$ cat src/rtl/counter_pkg.sv
// Shared definitions for the team's up and down counters: default widths and
// a ceil(log2) helper used to size prescaler phase registers.
package counter_pkg;

    localparam int DEF_WIDTH = 4;
    localparam int DEF_WRAPW = 8;

    // ceil(log2(n)) with a floor of 1, so a divide-by-1 prescaler still has a
    // legal one-bit phase register.
    function automatic int clog2_min1(input int n);
        int bits;
        bits = 0;
        while ((1 << bits) < n) begin
            bits = bits + 1;
        end
        return (bits < 1) ? 1 : bits;
    endfunction

endpackage : counter_pkg

$ cat src/rtl/mod_up_counter_tick_gen.sv
// Prescaler: emits a one-cycle tick every PRESCALE enabled cycles. The phase
// only advances while en is high and is forced to zero by sync_clr. With
// PRESCALE=1 the phase register is stuck at zero and tick folds to a constant 1.
module tick_gen
    import counter_pkg::*;
#(
    parameter int PRESCALE = 1
) (
    input  logic clk,
    input  logic reset,
    input  logic en,
    input  logic sync_clr,
    output logic tick
);

    localparam int PW = clog2_min1(PRESCALE);
    localparam logic [PW-1:0] LAST = PW'(PRESCALE - 1);

    logic [PW-1:0] phase_q;
    logic [PW-1:0] phase_d;

    // Next phase: clear wins, otherwise advance (and roll over) only when enabled.
    always_comb begin
        phase_d = phase_q;
        if (sync_clr) begin
            phase_d = '0;
        end else if (en) begin
            phase_d = (phase_q == LAST) ? '0 : phase_q + PW'(1);
        end
    end

    // Phase register with asynchronous active-low reset.
    always_ff @(posedge clk or negedge reset) begin
        if (!reset) begin
            phase_q <= '0;
        end else begin
            phase_q <= phase_d;
        end
    end

    assign tick = (phase_q == LAST);

endmodule : tick_gen

$ cat src/rtl/mod_up_counter.sv
// Programmable-modulo up counter: counts 0..modulo and wraps to 0, gated by
// en and a prescaler tick. Synchronous load (clamped to modulo) has priority
// over stepping. Each wrap pulses tc for one cycle and bumps a saturating tally.
module mod_up_counter
    import counter_pkg::*;
#(
    parameter int WIDTH    = DEF_WIDTH,
    parameter int PRESCALE = 1,
    parameter int WRAPW    = DEF_WRAPW
) (
    input  logic             clk,
    input  logic             reset,
    input  logic             en,
    input  logic             load,
    input  logic [WIDTH-1:0] load_val,
    input  logic [WIDTH-1:0] modulo,
    input  logic             clr_wraps,
    output logic [WIDTH-1:0] counter,
    output logic             tc,
    output logic [WRAPW-1:0] wraps
);

    logic             tick;
    logic             step;
    logic [WIDTH-1:0] count_q, count_d;
    logic             tc_q, tc_d;
    logic [WRAPW-1:0] wraps_q, wraps_d;

    // A load restarts the prescaler so the first step lands PRESCALE cycles later.
    tick_gen #(
        .PRESCALE (PRESCALE)
    ) u_tick_gen (
        .clk      (clk),
        .reset    (reset),
        .en       (en),
        .sync_clr (load),
        .tick     (tick)
    );

    assign step = en && tick && !load;

    // Next-state logic: load, then step, then hold; clr_wraps overrides the tally.
    always_comb begin
        // NOTE: every output of this block gets a default first so no path leaves
        // a signal unassigned, which would infer a latch.
        count_d = count_q;
        tc_d    = 1'b0;
        wraps_d = wraps_q;
        if (load) begin
            count_d = (load_val > modulo) ? modulo : load_val;
        end else if (step) begin
            if (count_q >= modulo) begin
                count_d = '0;
                tc_d    = 1'b1;
                if (wraps_q != '1) begin
                    wraps_d = wraps_q + WRAPW'(1);
                end
            end else begin
                count_d = count_q + WIDTH'(1);
            end
        end
        if (clr_wraps) begin
            wraps_d = '0;
        end
    end

    // State registers; all outputs come straight from these flops.
    always_ff @(posedge clk or negedge reset) begin
        // NOTE: non-blocking assignments so every flop samples pre-edge values,
        // independent of statement order.
        if (!reset) begin
            count_q <= '0;
            tc_q    <= 1'b0;
            wraps_q <= '0;
        end else begin
            count_q <= count_d;
            tc_q    <= tc_d;
            wraps_q <= wraps_d;
        end
    end

    assign counter = count_q;
    assign tc      = tc_q;
    assign wraps   = wraps_q;

endmodule : mod_up_counter

$ cat config.mk
export PLATFORM = sky130hd
export DESIGN_NAME = mod_up_counter
export DESIGN_NICKNAME = d
export VERILOG_FILES = /design/src/rtl/counter_pkg.sv /design/src/rtl/mod_up_counter_tick_gen.sv /design/src/rtl/mod_up_counter.sv
export SDC_FILE = /design/constraint.sdc
export NUM_CORES = 1
export LEC_CHECK = 0
export ABC_AREA = 1
export ABC_CLOCK_PERIOD_IN_PS = 1900
export BUFFER_PORTS_ARGS = -buffer_cell sky130_fd_sc_hd__buf_2
export CELL_PAD_IN_SITES_DETAIL_PLACEMENT = 1
export CELL_PAD_IN_SITES_GLOBAL_PLACEMENT = 1
export CORE_MARGIN = 2
export CORE_UTILIZATION = 37
export DETAILED_ROUTE_END_ITERATION = 16
export GPL_ROUTABILITY_DRIVEN = 0
export PLACE_DENSITY = 0.81
export SLEW_MARGIN = 40
export SYNTH_ARGS = -nofsm -noshare
export SYNTH_HDL_FRONTEND = slang
export SYNTH_SLANG_ARGS = --single-unit
export TNS_END_PERCENT = 50
$ cat constraint.sdc
create_clock -name clk -period 1.9 [get_ports clk]
set_input_delay 0.19 -clock clk [delete_from_list [all_inputs] [get_ports clk]]
set_output_delay 0.19 -clock clk [all_outputs]
set_load 0.02 [all_outputs]
Yosys cells after proc, flatten, opt, wreduce, memory -nomap -nowiden
Cells that the tools add are included.

storage, ports and cells
  output and inout port bits = 13
  bits of input ports = 13
  register bits after elaboration = 14
  bits in latches = 0
  bits in read-only memories = 0
  word-level logic and storage cells = 36
  memories kept = 0
  memory bits (writable) = 0

operators by class
  bitwise operators = 1
  div/mod/pow operators = 0
  shift-type cells = 0
  $lt $le $gt $ge = 2
  equal/unequal tests = 2
  add/subtract/negate cells = 3
  reductions and logical operators = 9
  multiply operators = 0
  multiplexer cells = 15

operators by type and width
  cell                                                                      count
  8-bit 2-to-1 mux                                                          5
  4-bit 2-to-1 mux                                                          4
  2-bit nonzero test                                                        5
  8-bit by 1-bit adder with 8-bit output (second input constant)            1
  8-bit inequality test (second input constant)                             1
  1-bit 2-to-1 mux                                                          6
  4-bit by 1-bit adder with 4-bit output (second input constant)            1
  4-bit >= comparator                                                       1
  4-bit > comparator                                                        1
  4-bit AND reduction                                                       1
  1-bit logical AND                                                         2
  2-bit by 1-bit inequality test with 1-bit output (second input constant)  1
  1-bit adder (second input constant)                                       1
  1-bit logical NOT                                                         1
  1-bit inverter                                                            1

Longest topological paths before layout
  depth in word-level cells = 6
  depth in mapped cells = 11
  mapped depth without buffers = 11

By module
Synthesis repeated with hierarchy kept, for this count alone.

unflattened totals
  cell total of the unflattened synthesis = 166
  area, all modules = 1121.1 sq um

modules (own cells, without submodules)
  module          area each (sq um)  cells an instance  times used  sequential area each (sq um)
  mod_up_counter  1109.8             164                1           325.3
  tick_gen        11.3               2                  1           0.0

Least setup slack after synthesis
OpenSTA, ideal clock, no wires.

  path type = register -> register
  from = register count_q[3], in the netlist counter[3]
  to = register wraps_q[5], in the netlist wraps[5]
  clock period less this slack = 1.600 ns
  library setup time = 0.117 ns
  path buffers = 0
  path slack = 0.300 ns
  cell stages (with the launch flop) = 8
  data required time = 1.783 ns
  arrival = 1.483 ns
  cell sequence = dfrtp_1 ha_1 a21oi_1 nand3_2 nand3_2 nand2_2 nand2_1 nand2_1

between the ends
  longest elaborated chain between the ends = 3

ends and longest elaborated chain
  element                        RTL line              text
  start, declared                mod_up_counter.sv:25  logic [WIDTH-1:0] count_q, count_d;
  start signal, assigned         mod_up_counter.sv:76  count_q <= count_d;
  4-bit >= comparator            mod_up_counter.sv:52  if (count_q >= modulo) begin
  2-bit nonzero test (no line)   --
  4-bit AND reduction (no line)  --
  end signal, assigned           mod_up_counter.sv:78  wraps_q <= wraps_d;
  end, declared                  mod_up_counter.sv:27  logic [WRAPW-1:0] wraps_q, wraps_d;

Every way passes these cells.
A chain may end at the register's enable or synchronous reset.

Worst setup path in the final report
Ends and elaborated chain as after synthesis.

==> out/results.ini <==
[run_status]
outcome = finished, final reports clean

[power_and_ir_drop]
power_density_mw_per_mm2 = 657
max-vdd-ir-drop_mv = 0.297
p_leak_nw = 0.779

[place]
place_ws_ns = 0.208
detailed_place_hpwl_mm = 2.60
portBuffers = 25

[finish]
layout_common_cells = nand2_1, inv_1, buf_2
diodes = 0
layout_commonest_cell = nand2_1
multi_input_area_um2 = 657
seqCellArea_um2 = 325
nNetsFinal = 221
fillerInstances = 413
areaGrowthSynthToFinish_pct = 15.8
drive_gt1_share_pct = 17.3

[grt]
grt_overflow = 0
grt_pass1_wl_mm = 5.58
antenna_found_initial = 0
grt_pass1_vias = 1293
grt.total_usage_pct = 20.9
grt_max_degree = 14

[synth]
ys_seq_area_share_pct = 28.9
yosysTopAreaCellShare_pct = 28.9
synth_top_family_by_area = simple AND/OR/NAND/NOR gates
synthSimpleGateAreaFrac_pct = 41.3
yosysTopAreaCell = dfrtp_1
ys_ff_latch = 13
muxShareOfSynthArea_pct = 0
synth_nets = 192
synth_adder_area_share_pct = 11.1
synth_compound_area_share_pct = 3.55
syn-cell-area_mm2 = 0.00113
ys_top_cells_by_area = dfrtp_1, nand2_1, ha_1
syn_inst = 169
syn_avg_cell_area_um2 = 6.67
synth_cell_types = 20
synth_xor_xnor_area_share_pct = 2.33
ys_warn_count = 0

[worst_setup_path]
crit_buf_inv = 0
critPathRequiredTime_ns = 2.06
r2r_setup_slack_ns = 0.17
worst-setup-path-type = register to register
cp_slowest_cell = dfrtp_1
critical_path_depth = 7
startpoint_type = register
crit_chain = ha_1, a21oi_1, nand3_2, nand3_2, nand2_2, nand2_1, nand2_1
endpoint_kind = register
path_delay_family = simple AND/OR/NAND/NOR gates
reg2reg_from = counter[3]$_DFFE_PN0P_
critPathMaxStageDelay_ns = 0.42
r2r_end = wraps[5]$_DFFE_PN0P_
cp.arrival_ns = 1.89
reg2reg_depth = 7
cp_max_fo = 9

[timing]
setup_viol = 0
fin_worst_skew_ns = 0.0119
slew_viol_final = 0
setup_slack_ns = 0.171
maxSlewHeadroom_pct = 58.8
post-route-period-util_pct = 91.0
setup_tns_ns = 0
rsz0062_at_grt = false
fmax_mhz = 578
whs_ns = 0.226
worst_pin_slew_ns = 0.612
report.final.hold_viol_count = 0
fin_crit_ns = 1.73

[cts]
ctsHtreeMaxLevel = 1
cts_root_buf = clkbuf_4
clk_pin_slew_ns = 0.09
cts_tree = built
cts_resized = 0
cts_made_buffers = 3
clockBufferDepth = 2
cts_hold_buffers = 1
clock_latency_ns = 0.28
post_cts_buffers = 0
clkSinkCount = 13

[detailed_routing]
routed_wl_mm = 3.16
drc = 0
via_per_inst = 5.13
vias = 1180
wl_per_cell_um = 13.8
dr.pass1.iters = 4
first_iter_violations = 45
antenna_left = 0

[worst_hold_path]
hold_path.class = input pin to register
hold_depth = 3
min_from = load
holdPathEnd = counter[3]$_DFFE_PN0P_

[floorplanning]
row_count = 20
start_util_pct = 37.9
coreArea_mm2 = 0.00298
pin_count = 26
die_area_mm2 = 0.00350
die_y_um = 59.2
die_x_um = 59.2

[run]
drv_cap = 0

[report_power, final]
| part | switching [mW] | internal (mW) |
|---|---|---|
| registers | 0.0407 | 0.307 |
| logic | 0.213 | 0.120 |
| clock network | 0.0950 | 0.0813 |
[layer usage]
layer,up-vias,GRT usage (%),wire [um]
met1,561,22.8,1290
met5,-,0,0
li1,595,-,-
met2,22,41.3,1770
met3,2,2.84,83
met4,0,5.52,23
[flip-flops by register name, summed over array words and instances, names as in the netlist]
signal	cells
counter	4
tc	1
wraps	8
[tightest hold or removal path, stage by stage]
cell and delay, ns:
buf_2 0.15, nand3_1 0.09, nand2_1 0.04
[area by class of cell]
cell class / instances / share of cell area, %
clock buffer: 4 / 2.01
inverter: 32 / 9.20
multi-input combinational: 122 / 50.3
sequential: 13 / 24.9
tap: 33 / 3.16
timing repair buffer: 26 / 10.4
[metrics by stage]
| step | utilization [%] | cell area (um^2) | total power [mW] | cells |
|---|---|---|---|---|
| finish | 43.8 | 1310 | 0.857 | 230 |
| global route | 43.8 | 1310 | 0.921 | 230 |
| CTS | 43.8 | 1310 | 0.867 | 230 |
| detailed placement | 42.6 | 1270 | 0.683 | 225 |
| global placement | 42.6 | 1270 | 0.662 | 225 |
| floorplan | - | 1130 | 0.572 | 169 |
[Yosys cell counts]
cell type,n
nor3_2,1
dfrtp_1,13
or2_2,1
xor2_1,1
buf_6,1
nand2_1,48
nand4_1,9
nand2_2,1
o21ai_0,2
nand3_2,2
clkbuf_8,1
nor2_1,16
o21bai_1,1
o22ai_1,2
nand3_1,23
xnor2_1,2
nor2_4,1
ha_1,10
a21oi_1,2
inv_1,32
[kinds of logic after synthesis]
family / Yosys count
AO/OA/AOI/OAI: 7
flip-flops: 13
adder cells (fa/ha/maj): 10
AND/OR/NAND/NOR: 102
buffers and inverters: 34
XOR/XNOR: 3
[worst max path at each step]
stage / start / to / slack [ns]
after floorplan: counter[3]$_DFFE_PN0P_ / wraps[5]$_DFFE_PN0P_ / 0.30
after global placement: counter[3]$_DFFE_PN0P_ / wraps[6]$_DFFE_PN0P_ / 0.31
after detailed placement: counter[3]$_DFFE_PN0P_ / wraps[5]$_DFFE_PN0P_ / 0.21
after CTS: counter[1]$_DFFE_PN0P_ / wraps[5]$_DFFE_PN0P_ / 0.18
after global routing: counter[3]$_DFFE_PN0P_ / wraps[7]$_DFFE_PN0P_ / 0.02
final: counter[3]$_DFFE_PN0P_ / wraps[5]$_DFFE_PN0P_ / 0.17
(Power assumes the default switching activity.)
